## src/rtl/uart_pkg.sv

```systemverilog
// Shared definitions for the UART transmit arbiter and related blocks.
//
// Contents:
//   UART_DW        byte width of the transmit path
//   N_REQ_DEFAULT  default number of byte producers sharing the tx path
//   tx_state_e     arbiter sequencing states (IDLE, ARM, TRIG, BUSY)
package uart_pkg;

    localparam int UART_DW       = 8;
    localparam int N_REQ_DEFAULT = 4;

    // IDLE: arbitrate; ARM: present byte; TRIG: fire t_byte; BUSY: wait for frame end
    typedef enum logic [1:0] {
        IDLE = 2'd0,
        ARM  = 2'd1,
        TRIG = 2'd2,
        BUSY = 2'd3
    } tx_state_e;

endpackage

```

## src/rtl/rr_picker.sv

```systemverilog
// Combinational round-robin picker.
//
// Scans the request vector starting one position above ptr and wrapping,
// returning the first set requester.
//
// Ports:
//   req        in   N   request vector
//   ptr        in   IW  last winner; the scan starts at (ptr+1) mod N
//   onehot     out  N   one-hot winner, 0 when nothing requests
//   idx        out  IW  winner index, 0 when nothing requests
//   any_valid  out  1   at least one request is set
module rr_picker #(
    parameter int N  = 4,
    parameter int IW = (N > 1) ? $clog2(N) : 1
) (
    input  logic [N-1:0]  req,
    input  logic [IW-1:0] ptr,
    output logic [N-1:0]  onehot,
    output logic [IW-1:0] idx,
    output logic          any_valid
);

    logic [IW-1:0] pos;

    always_comb begin
        onehot    = '0;
        idx       = '0;
        any_valid = 1'b0;
        pos       = '0;
        // Offset runs 1..N so the previous winner (ptr itself) is tried last.
        for (int i = 1; i <= N; i++) begin
            pos = IW'((int'(ptr) + i) % N);
            if (!any_valid && req[pos]) begin
                any_valid   = 1'b1;
                onehot[pos] = 1'b1;
                idx         = pos;
            end
        end
    end

endmodule

```

## src/rtl/uart_tx_arbiter.sv

```systemverilog
// Round-robin arbiter sharing one UART transmit path between N_REQ byte
// producers, with an optional message lock so a multi-byte string from one
// requester is never interleaved with another's.
//
// Handshake: requester k holds req_valid_i[k], its byte and req_last_i[k]
// stable until req_ready_o[k] pulses for one cycle; that pulse is the accept.
// Dropping valid before the pulse withdraws the byte. req_last_i=0 on an
// accepted byte keeps the lock so only that requester is granted next.
//
// Ports:
//   clk_i         in   1        system clock
//   reset_i       in   1        asynchronous, active-high reset
//   req_valid_i   in   N_REQ    requester k has a byte
//   req_data_i    in   8*N_REQ  byte of requester k at [8k+7:8k]
//   req_last_i    in   N_REQ    byte ends the message (0 requests the lock)
//   req_ready_o   out  N_REQ    one-hot accept pulse
//   grant_o       out  N_REQ    one-hot current owner, 0 when none
//   tx_data_o     out  8        byte for the transmit data register
//   byte_ready_o  out  1        tx controller byte_ready (one cycle)
//   t_byte_o      out  1        tx controller t_byte (one cycle)
//   tx_done_i     in   1        stop bit finished (honoured only in BUSY)
//   busy_o        out  1        any state other than IDLE
module uart_tx_arbiter
    import uart_pkg::*;
#(
    parameter int N_REQ   = N_REQ_DEFAULT,
    parameter int LOCK_TO = 1024
) (
    input  logic                       clk_i,
    input  logic                       reset_i,
    input  logic [N_REQ-1:0]           req_valid_i,
    input  logic [UART_DW*N_REQ-1:0]   req_data_i,
    input  logic [N_REQ-1:0]           req_last_i,
    output logic [N_REQ-1:0]           req_ready_o,
    output logic [N_REQ-1:0]           grant_o,
    output logic [UART_DW-1:0]         tx_data_o,
    output logic                       byte_ready_o,
    output logic                       t_byte_o,
    input  logic                       tx_done_i,
    output logic                       busy_o
);

    localparam int IW = $clog2(N_REQ);
    localparam int CW = (LOCK_TO > 1) ? $clog2(LOCK_TO) : 1;

    tx_state_e          state_q, state_d;
    logic [IW-1:0]      rr_ptr_q;
    logic               lock_q;
    logic [CW-1:0]      lock_cnt_q;
    logic [N_REQ-1:0]   grant_q;
    logic [UART_DW-1:0] hold_q;

    logic [N_REQ-1:0]   cand_req;
    logic [N_REQ-1:0]   win_onehot;
    logic [IW-1:0]      win_idx;
    logic               win_any;
    logic               accept;
    logic               stall;
    logic               timeout;
    logic [UART_DW-1:0] sel_byte;
    logic               sel_last;

    // While locked the owner is the only candidate; grant_q is its one-hot mask.
    assign cand_req = lock_q ? (req_valid_i & grant_q) : req_valid_i;

    rr_picker #(
        .N  (N_REQ),
        .IW (IW)
    ) u_pick (
        .req       (cand_req),
        .ptr       (rr_ptr_q),
        .onehot    (win_onehot),
        .idx       (win_idx),
        .any_valid (win_any)
    );

    assign accept  = (state_q == IDLE) && win_any;
    // Locked owner not offering a byte while we are free to send.
    assign stall   = (state_q == IDLE) && lock_q && !win_any;
    assign timeout = stall && (lock_cnt_q == CW'(LOCK_TO - 1));

    always_comb begin
        sel_byte = '0;
        sel_last = 1'b0;
        for (int k = 0; k < N_REQ; k++) begin
            if (win_onehot[k]) begin
                sel_byte = req_data_i[k*UART_DW +: UART_DW];
                sel_last = req_last_i[k];
            end
        end
    end

    // State register
    always_ff @(posedge clk_i or posedge reset_i) begin
        if (reset_i) begin
            state_q <= IDLE;
        end else begin
            state_q <= state_d;
        end
    end

    // Next state and state-decoded outputs
    always_comb begin
        state_d      = state_q;
        byte_ready_o = 1'b0;
        t_byte_o     = 1'b0;
        busy_o       = 1'b1;
        case (state_q)
            IDLE: begin
                busy_o = 1'b0;
                if (accept) state_d = ARM;
            end
            ARM: begin
                byte_ready_o = 1'b1;
                state_d      = TRIG;
            end
            TRIG: begin
                t_byte_o = 1'b1;
                state_d  = BUSY;
            end
            BUSY: begin
                if (tx_done_i) state_d = IDLE;
            end
            default: state_d = IDLE;
        endcase
    end

    // The accept pulse is combinational from req_valid_i; masking it with
    // reset_i keeps every output low while reset is held.
    assign req_ready_o = (accept && !reset_i) ? win_onehot : '0;
    assign grant_o     = grant_q;
    assign tx_data_o   = hold_q;

    // Ownership, lock and hold register
    always_ff @(posedge clk_i or posedge reset_i) begin
        if (reset_i) begin
            rr_ptr_q   <= IW'(N_REQ - 1);
            lock_q     <= 1'b0;
            lock_cnt_q <= '0;
            grant_q    <= '0;
            hold_q     <= '0;
        end else begin
            if (accept) begin
                hold_q     <= sel_byte;
                grant_q    <= win_onehot;
                rr_ptr_q   <= win_idx;
                lock_q     <= ~sel_last;
                lock_cnt_q <= '0;
            end else if (timeout) begin
                // rr_ptr_q still names the stalled owner, so it is tried last.
                lock_q     <= 1'b0;
                grant_q    <= '0;
                lock_cnt_q <= '0;
            end else if (stall) begin
                lock_cnt_q <= lock_cnt_q + 1'b1;
            end else if ((state_q == BUSY) && tx_done_i && !lock_q) begin
                grant_q <= '0;
            end
        end
    end

endmodule

```

## config.mk

```make
export PLATFORM = sky130hd
export DESIGN_NAME = uart_tx_arbiter
export DESIGN_NICKNAME = d
export VERILOG_FILES = /design/src/rtl/uart_pkg.sv /design/src/rtl/rr_picker.sv /design/src/rtl/uart_tx_arbiter.sv
export SDC_FILE = /design/constraint.sdc
export NUM_CORES = 1
export LEC_CHECK = 0
export ABC_AREA = 1
export CELL_PAD_IN_SITES_DETAIL_PLACEMENT = 1
export CELL_PAD_IN_SITES_GLOBAL_PLACEMENT = 2
export CORE_MARGIN = 5
export CORE_UTILIZATION = 28
export DETAILED_ROUTE_END_ITERATION = 16
export PLACE_DENSITY_LB_ADDON = 0.1
export SLEW_MARGIN = 5
export SYNTH_ARGS = -nofsm -noshare
export SYNTH_HDL_FRONTEND = slang
export SYNTH_SLANG_ARGS = --single-unit
```

## constraint.sdc

```tcl
create_clock -name clk_i -period 4.54 [get_ports clk_i]
set_clock_uncertainty 0.05 [all_clocks]
set_input_delay 1.135 -clock clk_i [delete_from_list [all_inputs] [get_ports clk_i]]
set_output_delay 1.135 -clock clk_i [all_outputs]
set_load 0.02 [all_outputs]
```

Word level (Yosys, flattened, before mapping)
Cells that the tools add are included.
{"block": "word_totals", "regBits": 27, "in_bits": 43}
{"block": "classes", "n_lt_le_gt_ge": 8, "eq_ne": 7, "n_addsub": 5, "n_mux": 53, "n_reduce_logical": 26, "bitwise_logic": 5}
{"operator": "$mux 4", "count": 10}
{"operator": "$mux 8", "count": 4}
{"operator": "$mux 10", "count": 3}
{"operator": "$mux 1", "count": 21}
{"operator": "$logic_and 1x1->1", "count": 14}
{"operator": "$lt 2x3->1 const B", "count": 4}
{"operator": "$mux 2", "count": 6}
{"operator": "$or 4x4->4", "count": 3}
{"operator": "$add 10x1->10 const B", "count": 1}
{"operator": "$eq 10x10->1 const B", "count": 1}
{"operator": "$bmux 1 s2", "count": 4}
{"operator": "$demux 1 s2", "count": 4}
{"operator": "$ge 2x1->1 const B", "count": 4}
{"operator": "$pmux 2 s4", "count": 1}
{"operator": "$logic_not 1->1", "count": 6}
{"operator": "$reduce_bool 3->1", "count": 2}
{"operator": "$add 2x1->2 const B", "count": 2}
{"operator": "$add 2x2->2 const B", "count": 2}
{"operator": "$and 4x4->4", "count": 1}
{"operator": "$eq 2x2->1 const B", "count": 2}
{"operator": "$ne 2x2->1 const B", "count": 2}
{"operator": "$reduce_and 2->1", "count": 2}
{"operator": "$ne 3x2->1 const B", "count": 1}
{"operator": "$eq 2x1->1 const B", "count": 1}
{"operator": "other kinds (3)", "count": 3}

Longest topological paths before layout
Gate-level depths: netlist of the first run.
{"block": "logic_depth", "depth_word": 20, "mapped_depth": 16, "ltp_nobuf": 15}

Cells and area by module
Synthesis of the first run repeated with hierarchy kept, for this count alone.
{"block": "hier_totals", "hier_cells": 295, "hier_area_um2": 2240.9}
{"module": "uart_tx_arbiter", "cells_each": 214, "area_per_inst_um2": 1705.4, "n_inst": 1, "seq_area_each_um2": 678.2}
{"module": "rr_picker", "cells_each": 81, "area_per_inst_um2": 535.5, "n_inst": 1, "seq_area_each_um2": 0.0}

Least setup slack after synthesis of the first run
Ideal clock, no wire load.
{"block": "synth_timing", "path_type": "in2out", "start": "input req_valid_i[0]", "end": "output req_ready_o[2]", "stages": 10, "arrival_ps": 2192, "n_path_buf": 1, "t_required_ps": 3355, "slack_ps": 1163, "cell_sequence": "nand3_1 nand2_2 nand2_2 nand2_4 nor2_8 nand4_1 nand3_1 buf_2 nand2_1 inv_1"}
{"block": "synth_between", "elab_chain_cells": 17, "word_cells_on_any_way": 30}
{"item": "start: declaration", "line_no": "uart_tx_arbiter.sv:31", "rtl": "input logic [N_REQ-1:0] req_valid_i,"}
{"item": "$and 4x4->4", "line_no": "uart_tx_arbiter.sv:64", "rtl": "assign cand_req = lock_q ? (req_valid_i & grant_q) : req_valid_i;"}
{"item": "$mux 4 (*)", "line_no": "uart_tx_arbiter.sv:64"}
{"item": "$bmux 1 s2", "line_no": "rr_picker.sv:33", "rtl": "if (!any_valid && req[pos]) begin"}
{"item": "$mux 1 (implied by the code)", "line_no": "rr_picker.sv:33"}
{"item": "$mux 1", "line_no": "rr_picker.sv:33"}
{"item": "$logic_not 1->1", "line_no": "rr_picker.sv:33"}
{"item": "$logic_and 1x1->1", "line_no": "rr_picker.sv:33"}
{"item": "$mux 1", "line_no": "rr_picker.sv:33"}
{"item": "$logic_not 1->1", "line_no": "rr_picker.sv:33"}
{"item": "$logic_and 1x1->1", "line_no": "rr_picker.sv:33"}
{"item": "$mux 1", "line_no": "rr_picker.sv:33"}
{"item": "$logic_not 1->1", "line_no": "rr_picker.sv:33"}
{"item": "$logic_and 1x1->1", "line_no": "rr_picker.sv:33"}
{"item": "$mux 1", "line_no": "rr_picker.sv:33"}
{"item": "$logic_and 1x1->1", "line_no": "uart_tx_arbiter.sv:77", "rtl": "assign accept = (state_q == IDLE) && win_any;"}
{"item": "$logic_and 1x1->1", "line_no": "uart_tx_arbiter.sv:130", "rtl": "assign req_ready_o = (accept && !reset_i) ? win_onehot : '0;"}
{"item": "$mux 4 (*)", "line_no": "uart_tx_arbiter.sv:130"}
{"item": "end: declaration", "line_no": "uart_tx_arbiter.sv:34", "rtl": "output logic [N_REQ-1:0] req_ready_o,"}
Every way passes the cells marked *; elsewhere a longest branch is shown, timed or not. The select of a mux whose other input is x is not followed.

Final worst setup path of the first run
{"block": "layout_timing", "start": "input req_valid_i[1]", "end": "output req_ready_o[2]"}
The elaborated chain is that of the path after synthesis.

==> results of run 1 <==
[kinds of logic after synthesis]
| kind of cell | after synthesis | synth area share |
|---|---|---|
| compound gates | 56 | 0.160 |
| xor+xnor | 4 | 0.0155 |
| fa+ha+maj | 14 | 0.0774 |
| buf+inv | 60 | 0.109 |
| flops | 27 | 0.300 |
| simple gates | 161 | 0.339 |
[registers in the layout (all words and copies together), names as in the netlist]
signal      count
grant_o         4
lock_cnt_q     10
lock_q          1
tx_data_o       8
state_q         2
rr_ptr_q        2
[cells in the mapped netlist, types with 2 or more instances]
cell type / n
nand2_1: 102
inv_1: 48
a21oi_1: 25
dfrtp_1: 25
nand3_1: 25
ha_1: 14
a21oi_2: 9
nor2_1: 6
nor3_1: 6
buf_2: 5
nand4_1: 5
o21ai_1: 5
inv_2: 4
nand2_2: 4
nand3_2: 4
o21ai_0: 4
a21boi_1: 3
xor2_1: 3
buf_4: 2
dfstp_2: 2
nor2_2: 2
nor2_8: 2
o22ai_1: 2
[through the flow]
stage	worst slack, ns	area [um^2]	cells
floorplan	1.16	2260	322
global placement	0.0890	3010	485
detailed placement	0.0644	3010	485
CTS	0.0611	3060	489
global route	0.0272	3060	489
finish	0.163	3060	489
[worst reg2reg max path, cell delays in order, from the launching register on]
cell,delay (ns)
dfstp_2,0.66
inv_1,0.21
ha_1,0.35
inv_1,0.18
nand3_1,0.15
o21ai_4,0.16
nand3_2,0.12
nand2_2,0.08
buf_4,0.26
inv_2,0.17
nor2_4,0.19
inv_2,0.10
nand4_1,0.09
o21ai_1,0.06
[worst paths after layout]
check	slack, ns	start	endpoint
min in group asynchronous	1.30	reset_i	grant_o[0]
min	0.44	tx_data_o[6]	tx_data_o[6]
min reg2reg	0.44	tx_data_o[6]	tx_data_o[6]
max	0.16	req_valid_i[1]	req_ready_o[2]
max reg2reg	1.62	rr_ptr_q[1]	lock_cnt_q[5]
max in group asynchronous	2.49	reset_i	lock_q
[power breakdown]
group | internal, mW | switching (mW) | leakage (nW) | total (mW)
combinational | 0.654 | 1.15 | 1.11 | 1.80
sequential | 0.325 | 0.0749 | 0.351 | 0.400
clock | 0.0625 | 0.0853 | 0.0217 | 0.148
total | 1.04 | 1.31 | 1.49 | 2.35
[layout make-up]
class | count | area (um^2)
Clock inverter | 1 | 7.51
Multi-Input combinational cell | 235 | 1340
Clock buffer | 3 | 41.3
Timing Repair Buffer | 69 | 671
Fill cell | 990 | 4750
Inverter | 52 | 195
Sequential cell | 27 | 678
Tap cell | 102 | 128
[metal layers]
| metal | track usage | vias up | part of all wire |
|---|---|---|---|
| met5 | 0 | - | 0 |
| met4 | 0.0221 | 0 | 0.0069 |
| met3 | 0.0452 | 4 | 0.060 |
| met2 | 0.238 | 47 | 0.45 |
| met1 | 0.186 | 1057 | 0.48 |
| li1 | - | 1160 | - |
==> results.toml, run 1 <==
[clocking]
clockRootBuffer = "clkbuf_8"
worst_skew_pair.late_latency_ns = 0.28
cts_tree = "done"
cts_resized = 0
htreeDepth = 1
postCtsHoldBufs = 0
post_cts_buffers = 0
clock-sinks = 27
cts_buffer_depth = 2
path_clk_slew_ns = 0.10
cts_buffers = 3

[final_layout]
final_cell_mix = "nand2_1, clkdlybuf4s50_1, inv_1"
final_net_count = 445
final_common_cell = "nand2_1"
syn_to_final_growth_pct = 35.3
postLayoutCoreUtil = 0.392
layout-drive-gt1-share = 0.116
n_antenna_cell = 0

[sta]
final-hold-violation-count = 0
rsz0062_at_grt = "no"
tns_ns = 0
max_freq_mhz = 228
setup_viol = 0
tightestPinTransition_ns = 0.726
min_period_ns = 4.38
slew_violations = 0
relSlewSlack = 0.515
period_share = 0.964
holdWs_ns = 0.444

[grt]
antenna_found_initial = 0
grt-ovfl-total = 0
grt_pass1_vias = 2358
grt_pass1_wl_um = 11700
grt_max_degree = 22
track_usage = 0.143

[die]
core_area_um2 = 7810
rows = 32
initial_utilization = 0.290
die_w_um = 99.9
die_h_um = 99.9
die_area_um2 = 9980
io_pins = 62

[yosys]
synth_enable_flop_cells = 0
synth.avg_cell_area_um2 = 7.03
netlist.area_leader.share = 0.276
ys_seq_elements = 27
ys_seq_area_frac = 0.300
ys_warn_count = 0
synth.area.top_cells = "dfrtp_1, nand2_1, inv_1"
async_reset_ff_frac = 1.00
netlist_instances = 322
syn-cell-area_um2 = 2260
yosys.area.top_type = "dfrtp_1"
synth_nets = 379
ys.flop_type = "dfrtp_1"
synth_cell_types = 38

[route]
post-route-drc-count = 0
drt_pass1_iterations = 4
wl_um = 6960
viasPerCell = 4.64
drt_iter0_drc = 51
vias = 2268
antenna_left = 0
wire_per_inst_um = 14.2

[pwr]
power_density_nw_per_um2 = 768
p_total_mw = 2.35
p_leak_nw = 1.49
peakVddDrop_v = 0.000625

[critical_path]
max_stage_delay_ns = 0.59
end_kind = "output pin"
r2r_cells = 13
crit_buf_inv = 4
crit_chain = "clkdlybuf4s50_1 -> nand3_2 -> nand2_2 -> nand2_2 -> nand2_4 -> nor2_8 -> buf_4 -> nand4_1 -> nand3_1 -> nand2_1 -> inv_1 -> clkdlybuf4s50_1"
crit_slowest_cell = "clkdlybuf4s50_1"
path_class = "input pin to output pin"
cp_data_arrival_time_ns = 3.19
crit_family = "buffers and inverters"
critical_path_depth = 12
cp-start-kind = "input pin"
crit_fanout = 7
required_ns = 3.36

[hold_path]
hold_depth = 2
hp-class = "register to register"

[status]
status = "finished clean"

[placed_design]
io_buffers = 61
dpl.hpwl_um = 5480
place_congestion = 0.771

[run]
cap_violations = 0
Power figures use the tool's default switching activity.
==> run 2, diff against run 1 <==
HOLD_SLACK_MARGIN = 0.06   (was default)
PLACE_DENSITY = 0.93   (was default)
PLACE_DENSITY_LB_ADDON = default   (was 0.1)
==> run 2 against run 1 <==
Against the previous run:
- sequential power is essentially flat
- design area shrank 0.29%
- fmax is essentially flat
- first-iteration DRC count shrank 27%
- critical endpoint is now req_ready_o[3]
==> results.toml, run 2 (synthesis gave the netlist of run 1 again) <==
[run]
cap_violations = 0

[pwr]
p_leak_nw = 1.50
p_clk_frac = 0.061
power_density_nw_per_um2 = 760
intPower_mw = 1.04
peakVddDrop_v = 0.000599
switching_share = 0.551
pwr-share-seq = 0.172
pwr-share-comb = 0.768
switchingPower_mw = 1.28

[grt]
antenna_found_initial = 0
grt_pass1_vias = 2293
grt_max_degree = 28
grt_pass1_wl_um = 11100
grt-ovfl-total = 0
track_usage = 0.134

[sta]
rsz0062_at_grt = "no"
max_freq_mhz = 228
final-hold-violation-count = 0
min_period_ns = 4.38
relSlewSlack = 0.285
tightestPinTransition_ns = 1.07
tns_ns = 0
slew_violations = 0
setup_viol = 0
period_share = 0.964

[final_layout]
final_net_count = 444
final_cell_mix = "nand2_1, clkdlybuf4s50_1, inv_1"
fin_cells = 488
top_register = "lock_cnt_q"
final_common_cell = "nand2_1"
syn_to_final_growth_pct = 34.9
n_antenna_cell = 0
largest_reg_flops = 10
layout-drive-gt1-share = 0.111
postLayoutCoreUtil = 0.391

[critical_path]
end_kind = "output pin"
crit_family = "buffers and inverters"
path_class = "input pin to output pin"
crit_chain = "clkdlybuf4s50_1 -> nand3_1 -> nand2_1 -> nand2_2 -> nand2_4 -> nor2_8 -> buf_4 -> nand4_1 -> nand3_1 -> nand2_1 -> inv_1 -> clkdlybuf4s50_1"
critical_path_depth = 12
max_stage_delay_ns = 0.59
required_ns = 3.36
rrSetupSlack_ns = 1.61
crit_slowest_cell = "clkdlybuf4s50_1"
crit_buf_inv = 4
cp_data_arrival_time_ns = 3.19
r2r_cells = 13
cp-start-kind = "input pin"
reg2reg_from = "rr_ptr_q[1]"
crit_start = "req_valid_i[2]"
crit_fanout = 7
r2r-end = "lock_cnt_q[5]"
critPathCapture = "req_ready_o[3]"

[die]
die_w_um = 99.9
die_area_um2 = 9980
initial_utilization = 0.290
io_pins = 62
die_h_um = 99.9
rows = 32
core_area_um2 = 7810

[clocking]
path_clk_slew_ns = 0.09
htreeDepth = 1
cts_buffer_depth = 2
clock-sinks = 27
cts_buffers = 3
worst_skew_pair.late_latency_ns = 0.27
clockRootBuffer = "clkbuf_8"
cts_tree = "done"

[placed_design]
dp.cells = 484
place_congestion = 0.761
io_buffers = 61
dpl.hpwl_um = 5160

[route]
wire_per_inst_um = 13.5
drt_pass1_iterations = 4
viasPerCell = 4.57
antenna_left = 0
vias = 2229
drt_iter0_drc = 37
post-route-drc-count = 0
wl_um = 6580

[hold_path]
hp-class = "register to register"

[status]
status = "finished clean"
==> run 2: changes by cell type in the layout (fill, tap and decap cells not counted), sizes merged <==
cell | previous run | this run
clkbuf | 3 | 4
buf | 8 | 7
clkinvlp | 1 | 0
clkdlybuf4s50 | 61 | 60
dlymetal6s2s | 0 | 1
==> run 2: cell type report <==
cell class	instances	area, um^2
sequential	27	678
inverter	52	195
timing repair buffer	68	666
tap	102	128
fill	996	4750
clock buffer	4	45.0
multi-input combinational	235	1340
==> run 2: worst min path at each step <==
| stage | depth (start not counted) | slack (ns) | endpoint | start |
|---|---|---|---|---|
| CTS | 2 | 0.44 | tx_data_o[0] | tx_data_o[0] |
| global placement | 2 | 0.41 | tx_data_o[6] | tx_data_o[6] |
| detailed placement | 2 | 0.42 | tx_data_o[0] | tx_data_o[0] |
| finish | 2 | 0.44 | tx_data_o[5] | tx_data_o[5] |
| global route | 2 | 0.47 | tx_data_o[4] | tx_data_o[4] |
| floorplan | 2 | 0.44 | lock_cnt_q[4] | lock_cnt_q[4] |
==> run 2: metal layers <==
metal,vias up,share of wire,track usage
met1,1029,0.47,0.183
li1,1161,-,-
met4,0,0.0059,0.0284
met2,37,0.48,0.220
met5,-,0,0
met3,2,0.043,0.0264
==> run 2: power by group through the flow <==
| stage | clock network, mW | logic, mW | registers [mW] |
|---|---|---|---|
| 3_5_place_dp | 0 | 1.79 | 0.404 |
| 2_1_floorplan | 0 | 1.27 | 0.431 |
| 6_report | 0.141 | 1.78 | 0.399 |
| 4_1_cts | 0.145 | 1.80 | 0.400 |
| 3_3_place_gp | 0 | 1.77 | 0.401 |
| 5_1_grt | 0.159 | 2.01 | 0.411 |
==> run 2: tightest hold or removal path, cell delays in order (launching register included) <==
cell and delay (ns):
dfrtp_1 0.35, nand2_1 0.05, nand2_1 0.05
==> run 2: stage by stage <==
step | power (mW) | setup WS, ns | hold slack [ns] | instance area [um^2]
floorplan | 1.70 | 1.16 | 0.443 | 2260
global placement | 2.17 | 0.160 | 0.412 | 3000
detailed placement | 2.20 | 0.0992 | 0.418 | 3000
CTS | 2.35 | 0.0964 | 0.443 | 3050
global route | 2.58 | 0.0241 | 0.469 | 3050
finish | 2.32 | 0.161 | 0.437 | 3050
==> run 2: repair_timing <==
action,4_1_cts,5_1_grt
resized for setup,0,2
hold buffers,0,0
setup endpoints to repair,0,4
setup buffers,0,0
==> run 3, diff against run 2 <==
--- a/constraint.sdc
+++ b/constraint.sdc
@@ -4,2 +4,2 @@
 set_output_delay 1.135 -clock clk_i [all_outputs]
-set_load 0.02 [all_outputs]
+set_load 0.01 [all_outputs]
==> run 3 against run 2 <==
Against the previous run:
- first-iteration DRC count rose by 76%
- critical path depth unchanged
- power shrank 1.8%
- register-to-register slack got worse by 0.05 ns
- worst setup slack improved by 0.060 ns
- fmax increased by 1.4%
- largest power group unchanged
- hold slack improved by 0.0074 ns
- wire length rose by 4.0%
- via count grew 2.8%
- sequential share of layout area is 0.073 points higher
- non-clock buffer count shrank 2
- highest routed layer unchanged
==> results.toml, run 3 (synthesis gave the netlist of run 1 again) <==
[sta]
min_period_ns = 4.32
rsz0062_at_grt = "no"
tns_ns = 0
final-hold-violation-count = 0
relSlewSlack = 0.283
slew_violations = 0
tightestPinTransition_ns = 1.07
fin_ws_ns = 0.221
max_freq_mhz = 232
setup_viol = 0
period_share = 0.951

[placed_design]
dpl.hpwl_um = 5400
io_buffers = 61
place_congestion = 0.837
dp_slack_ns = 0.0689

[final_layout]
layout-drive-gt1-share = 0.112
final_net_count = 442
final_common_cell = "nand2_1"
seq_area_um2 = 678
final.fill_count = 1028
multi_input_area_um2 = 1340
n_antenna_cell = 0
syn_to_final_growth_pct = 34.4
final_cell_mix = "nand2_1, clkdlybuf4s50_1, inv_1"
top_register = "lock_cnt_q"
largest_reg_flops = 10

[critical_path]
crit_buf_inv = 4
crit_family = "buffers and inverters"
required_ns = 3.36
r2r_cells = 14
max_stage_delay_ns = 0.52
crit_chain = "clkdlybuf4s50_1 -> nand3_1 -> nand2_1 -> nand2_1 -> nand2_2 -> inv_1 -> nand3_2 -> nand2_2 -> nor2_2 -> nand2_1 -> inv_1 -> clkdlybuf4s50_1"
cp-start-kind = "input pin"
critical_path_depth = 12
path_class = "input pin to output pin"
crit_path_frequent_cell = "nand2_1"
crit_slowest_cell = "clkdlybuf4s50_1"
cp_data_arrival_time_ns = 3.13
crit_fanout = 6
end_kind = "output pin"

[clocking]
path_clk_slew_ns = 0.11
cts_buffer_depth = 2
htreeDepth = 1
clockRootBuffer = "clkbuf_8"
cts_tree = "done"
cts_buffers = 3
postCtsHoldBufs = 0
post_cts_buffers = 0
cts_resized = 0
clock-sinks = 27
worst_skew_pair.late_latency_ns = 0.29

[route]
drt_pass1_iterations = 5
wire_per_inst_um = 14.1
wl_um = 6840
drt_iter0_drc = 65
antenna_left = 0
post-route-drc-count = 0
viasPerCell = 4.71
vias = 2291

[die]
die_h_um = 99.9
initial_utilization = 0.290
rows = 32
io_pins = 62
die_w_um = 99.9
die_area_um2 = 9980
core_area_um2 = 7810

[hold_path]
hp-class = "register to register"
hold_depth = 2

[grt]
antenna_found_initial = 0
grt_max_degree = 28
grt_pass1_vias = 2402
grt_pass1_wl_um = 11400
grt-ovfl-total = 0
track_usage = 0.139

[pwr]
peakVddDrop_v = 0.000412
p_leak_nw = 1.48
power_density_nw_per_um2 = 749

[run]
cap_violations = 0

[status]
status = "finished clean"
[run 3: changes by cell type in the layout (fill, tap and decap cells not counted), sizes merged]
cell and change:
buf -2, clkbuf -1, clkdlybuf4s50 +1, dlymetal6s2s -1
inv +1
[run 3: layout make-up]
cell class,count,share of cell area
clock buffer,3,0.0136
timing repair buffer,66,0.213
multi-input combinational,235,0.442
sequential,27,0.223
tap,102,0.0419
clock inverter,1,0.00288
inverter,52,0.0641
[run 3: tightest hold or removal path, stage by stage, from the launching register on]
cell     delay [ns]
dfrtp_1        0.36
nand2_1        0.06
nand2_1        0.05
[run 3: final timing paths]
| path | startpoint | to | slack, ns |
|---|---|---|---|
| min in group asynchronous | reset_i | lock_q | 1.47 |
| worst max-delay path | req_valid_i[1] | req_ready_o[1] | 0.22 |
| worst min register to register | tx_data_o[5] | tx_data_o[5] | 0.44 |
| max in group asynchronous | reset_i | tx_data_o[4] | 2.32 |
| worst min-delay path | tx_data_o[5] | tx_data_o[5] | 0.44 |
| worst max register to register | rr_ptr_q[1] | lock_cnt_q[5] | 1.56 |
[run 3: power breakdown]
part / internal, mW / switching, mW
clock: 0.0648 / 0.0869
sequential: 0.325 / 0.0723
combinational: 0.636 / 1.09
total: 1.03 / 1.25
[run 3: per-layer routing]
metal,global-route usage,share of wire,vias to the layer above
li1,-,-,1161
met1,0.182,0.47,1086
met2,0.239,0.49,40
met3,0.0278,0.040,4
met4,0.0221,0.0057,0
met5,0,0,-
[run 3: through the flow]
| step | instances | power, mW | hold WS (ns) | util | instance area, um^2 |
|---|---|---|---|---|---|
| 2_1_floorplan | 322 | 1.66 | 0.443 | - | 2260 |
| 3_3_place_gp | 482 | 2.10 | 0.412 | 0.383 | 2990 |
| 3_5_place_dp | 482 | 2.15 | 0.421 | 0.383 | 2990 |
| 4_1_cts | 486 | 2.31 | 0.449 | 0.389 | 3040 |
| 5_1_grt | 486 | 2.52 | 0.468 | 0.390 | 3040 |
| 6_report | 486 | 2.28 | 0.445 | 0.390 | 3040 |
